`config.mk`:
```
export PLATFORM = sky130hd
export DESIGN_NAME = shift_add_multiplier_4
export DESIGN_NICKNAME = d
export VERILOG_FILES = /design/src/rtl/shift_add_multiplier_4.sv
export SDC_FILE = /design/constraint.sdc
export NUM_CORES = 1
export LEC_CHECK = 0
export CAP_MARGIN = 10
export CORE_UTILIZATION = 51
export DETAILED_ROUTE_END_ITERATION = 10
export PLACE_DENSITY = 0.82
export SYNTH_ARGS = -nofsm -noshare
export SYNTH_HDL_FRONTEND = slang
export SYNTH_SLANG_ARGS = --single-unit
export TNS_END_PERCENT = 100
```
`constraint.sdc`:
```
create_clock -name i_clk -period 2.7 [get_ports i_clk]
set_input_delay 0.27 -clock i_clk [delete_from_list [all_inputs] [get_ports i_clk]]
set_output_delay 0.27 -clock i_clk [all_outputs]
set_load 0.005 [all_outputs]
```
`src/rtl/shift_add_multiplier_4.sv`:
```
// ---------------------------------------------------------------------------
// shift_add_multiplier_4
// Sequential 4x4 unsigned multiplier using the classic shift-and-add method.
// One partial product is added and shifted per clock, so a result takes four
// RUN cycles. A single 4-bit ripple-carry adder does all of the arithmetic.
//
// Ports
//   i_clk    sole clock, rising edge
//   i_rst    asynchronous active-high reset
//   i_start  request a multiply of i_a by i_b (honoured in IDLE or DONE only)
//   i_a      multiplicand, unsigned 4b
//   i_b      multiplier, unsigned 4b
//   o_busy   high while the FSM is in RUN
//   o_done   one-cycle pulse; o_p holds the new product in that cycle
//   o_p      registered 8b product, held until the next result is loaded
//
// state | meaning
// ------+-----------------------------------------------------------------
// IDLE  | waiting for i_start
// RUN   | one add/shift step per edge, four steps total
// DONE  | result just loaded into o_p; i_start here chains the next operation
// ---------------------------------------------------------------------------

// 4-bit ripple-carry adder used for each partial-product accumulation.
//   i_a, i_b     addends
//   i_carry_in   carry into bit 0
//   o_s          4-bit sum
//   o_carry_out  carry out of bit 3
module ripple_carry_adder_4 (
    input  logic [3:0] i_a,
    input  logic [3:0] i_b,
    input  logic       i_carry_in,
    output logic [3:0] o_s,
    output logic       o_carry_out
);
    logic [4:0] carry;

    assign carry[0] = i_carry_in;

    for (genvar g = 0; g < 4; g++) begin : g_fa
        assign o_s[g]       = i_a[g] ^ i_b[g] ^ carry[g];
        assign carry[g + 1] = (i_a[g] & i_b[g]) | (carry[g] & (i_a[g] ^ i_b[g]));
    end

    assign o_carry_out = carry[4];
endmodule

module shift_add_multiplier_4 (
    input  logic       i_clk,
    input  logic       i_rst,
    input  logic       i_start,
    input  logic [3:0] i_a,
    input  logic [3:0] i_b,
    output logic       o_busy,
    output logic       o_done,
    output logic [7:0] o_p
);
    typedef enum logic [1:0] {
        IDLE = 2'd0,
        RUN  = 2'd1,
        DONE = 2'd2
    } state_t;

    state_t     state;
    logic [3:0] mcand;
    logic [3:0] acc;
    logic [3:0] low;
    logic [1:0] cnt;

    logic [3:0] addend;
    logic [3:0] sum;
    logic       carry;

    // Adding zero when the current multiplier bit is clear keeps a single
    // datapath: the carry is then guaranteed 0 and sum == acc.
    assign addend = low[0] ? mcand : 4'd0;

    ripple_carry_adder_4 u_adder (
        .i_a         (acc),
        .i_b         (addend),
        .i_carry_in  (1'b0),
        .o_s         (sum),
        .o_carry_out (carry)
    );

    always_ff @(posedge i_clk or posedge i_rst) begin
        if (i_rst) begin
            state  <= IDLE;
            mcand  <= 4'd0;
            acc    <= 4'd0;
            low    <= 4'd0;
            cnt    <= 2'd0;
            o_p    <= 8'h00;
            o_busy <= 1'b0;
            o_done <= 1'b0;
        end else begin
            case (state)
                IDLE, DONE: begin
                    if (i_start) begin
                        mcand  <= i_a;
                        low    <= i_b;
                        acc    <= 4'd0;
                        cnt    <= 2'd0;
                        state  <= RUN;
                        o_busy <= 1'b1;
                        o_done <= 1'b0;
                    end else begin
                        state  <= IDLE;
                        o_busy <= 1'b0;
                        o_done <= 1'b0;
                    end
                end

                RUN: begin
                    // {carry, sum, low} shifted right by one into {acc, low};
                    // the low nibble fills with product bits as the multiplier
                    // bits are consumed.
                    acc <= {carry, sum[3:1]};
                    low <= {sum[0], low[3:1]};
                    cnt <= cnt + 2'd1;
                    if (cnt == 2'd3) begin
                        state  <= DONE;
                        o_busy <= 1'b0;
                        o_done <= 1'b1;
                        o_p    <= {carry, sum, low[3:1]};
                    end
                end

                default: begin
                    state  <= IDLE;
                    o_busy <= 1'b0;
                    o_done <= 1'b0;
                end
            endcase
        end
    end
endmodule

```
==> reports/qor.csv <==
stage,metric,value,unit
finish,nets,123,
critical_path,cp.required,2.95,ns
critical_path,cp_slowest_cell,dfrtp_1,
logic_synthesis,synth_top_area_share,53.2,%
critical_path,path_max_fanout,6,
placed_design,finalWeightedCongestion,0.753,
placed_design,pre_cts_ws,0.476,ns
run_status,outcome,completed,
logic_synthesis,syn_area,1180,um^2
die,initial_core_util,53.7,%
logic_synthesis,avgSynthCellArea,13.7,um^2
route,drt_iter0_drc,7,
grt,grt_pass1_vias,661,
pwr,ir_drop,0.000629,V
cts,cts_setup_buffers,0,
route,via_per_inst,5.28,
cts,clkLatencyLatePin,0.32,ns
cts,cts-buffers-inserted,3,
cts,cts-root-buf,clkbuf_4,
timing,finalSetupTns,0,ns
timing,fin_skew,0.00376,ns
logic_synthesis,synth-compound-area-share,10.5,%
timing,fmax,0.442,GHz
route,drc,0,
die,io_pins,21,
min_path,hp-class,primary input to async pin,
critical_path,slowest_delay,0.44,ns
die,die_h,50.0,um
cts,cts_tree,yes,
critical_path,crit_arrival,2.51,ns
finish,drive_above_1_share,16.0,%
finish,utilization,63.7,%
timing,final-setup-viol-count,0,
cts,path_clk_slew,0.13,ns
logic_synthesis,syn_inst,86,
placed_design,portBuffers,20,
logic_synthesis,yosysWarnings,0,
finish,diodes,0,
logic_synthesis,async_flop_share,100,%
logic_synthesis,ys_types,25,
logic_synthesis,synth_fa_ha_area_share,7.23,%
job,max_cap_viol_count,0,
grt,grt_max_degree,26,
cts,clock-sinks,25,
pwr,leakage,0.641,nW
route,vias,707,
logic_synthesis,synth_mux_area_share,13.7,%
logic_synthesis,synthTopCellsByArea,"dfrtp_1 (53%), mux2_4 (6.4%), fa_1 (5.1%)",
route,drt-total-wl,1840,um
route,wl_per_cell,13.8,um
cts,cts_resized,0,
placed_design,place_hpwl,1380,um
grt,antenna_found_initial,0,
critical_path,critPathLaunchType,flip-flop,
pwr,powerDensity,1150,nW/um^2
die,die_area,2500,um^2
finish,layout_common_cells,"dfrtp_1 (25), clkdlybuf4s50_1 (20), a22o_1 (5), mux2_2 (5), mux2_4 (5)",
timing,hold_violations,0,
logic_synthesis,synth_nets,102,
timing,maxSlewViolCount,0,
cts,htree_levels,1,
grt,gr-total-overflow,0,
die,die_w,50.0,um
logic_synthesis,synth_top_family_by_area,multiplexers,
critical_path,setup.worst_path.class,flip-flop to flip-flop,
timing,rsz0062_at_grt,false,
timing,timing.final.ws_setup,0.440,ns
cts,cts_buffer_depth,2,
timing,holdWs,0.419,ns
critical_path,crit_chain,and2_1 -> ha_1 -> fa_1 -> fa_1 -> inv_1 -> fa_1 -> o21ai_0,
critical_path,cpMostUsedCell,fa_1,
critical_path,r2r_cells,7,
finish,syn_to_final_growth,18.7,%
logic_synthesis,synth-seq-cells,25,
timing,post-route-period-util,83.7,%
logic_synthesis,synth_top_area_cell,dfrtp_1,
cts,cts_hold_buf,0,
finish,layout_commonest_cell,dfrtp_1,
route,firstDrtPassIters,4,
timing,slew_headroom,40.6,%
critical_path,cp-end-kind,flip-flop,
route,ant_nets,0,
finish,fillers,176,
logic_synthesis,synth-edff-count,0,
pwr,total_power,0.00161,W
logic_synthesis,yosys_most_used_dff,dfrtp_1,
timing,min_period,2.26,ns
grt,grt_first_pass_wirelength,3040,um
finish,multi_input_area,494,um^2
timing,tightest_slew,0.891,ns
logic_synthesis,seq_area_frac_synth,53.2,%
die,coreArea,2190,um^2
grt,grt_usage,16.4,%
logic_synthesis,synth-xor-area-share,0.745,%
finish,regArea,626,um^2
logic_synthesis,synthSimpleGateAreaFrac,9.79,%
die,rows,17,
[area by class of cell]
type	instances	share of cell area, %
Tap cell	28	2.51
Inverter	4	1.08
Sequential cell	25	44.8
Multi-Input combinational cell	53	35.4
Timing Repair Buffer	20	14.3
Clock buffer	4	1.88
[path summary, 6_finish.rpt]
path                       slack [ns]    from        to
min                              0.42   i_rst    acc[0]
max                              0.44  low[0]    o_p[6]
max reg2reg                      0.44  low[0]    o_p[6]
min reg2reg                      0.50  o_p[6]    o_p[6]
min in group i_clk               0.50  o_p[6]    o_p[6]
max in group asynchronous        1.74   i_rst  mcand[0]
[synth_stat cells (4+ instances only)]
master    n
mux2_4    5
dfrtp_1  25
inv_1     4
nor2b_1   4
mux2_2    5
a22o_1    5
[logic make-up after synthesis]
logic type / after synthesis
AOI/OAI and AO/OA: 17
xor gates and xnor gates: 1
adders and majority gates: 5
buffers and inverters: 8
DFF: 25
muxes: 13
and+or+nand+nor: 17
[per-layer routing]
layer	part of all wire [%]	routed length [um]	vias up	GRT usage, %
met1	49	899	351	22.1
met4	1.7	31	0	8.57
met3	2.5	46	4	2.78
met5	0	0	-	0
met2	47	867	13	25.1
li1	-	-	339	-
[critical path, delay by kind of cell (launching register included)]
kind | cells | cell delay [ns]
AO/OA/AOI/OAI | 1 | 0.16
AND/OR/NAND/NOR | 1 | 0.17
adder cells (fa/ha/maj) | 4 | 1.35
buffers and inverters | 1 | 0.07
flip-flops | 1 | 0.44
[report_power, final]
part	switching [W]	internal [W]	total, W
Sequential	0.000151	0.000555	0.000706
Combinational	0.000275	0.000456	0.000731
Clock	0.000112	0.0000579	0.000170
[registers in the layout (all words and copies together), names as in the netlist]
name / flops
acc: 4
cnt: 2
low: 4
mcand: 4
o_busy: 1
o_done: 1
o_p: 8
state: 1
[per-stage QoR]
stage               std cells  area (um^2)
global route              134         1400
detailed placement        130         1370
global placement          130         1370
finish                    134         1400
CTS                       134         1400
floorplan                  86         1180
(Power assumes the default switching activity.)
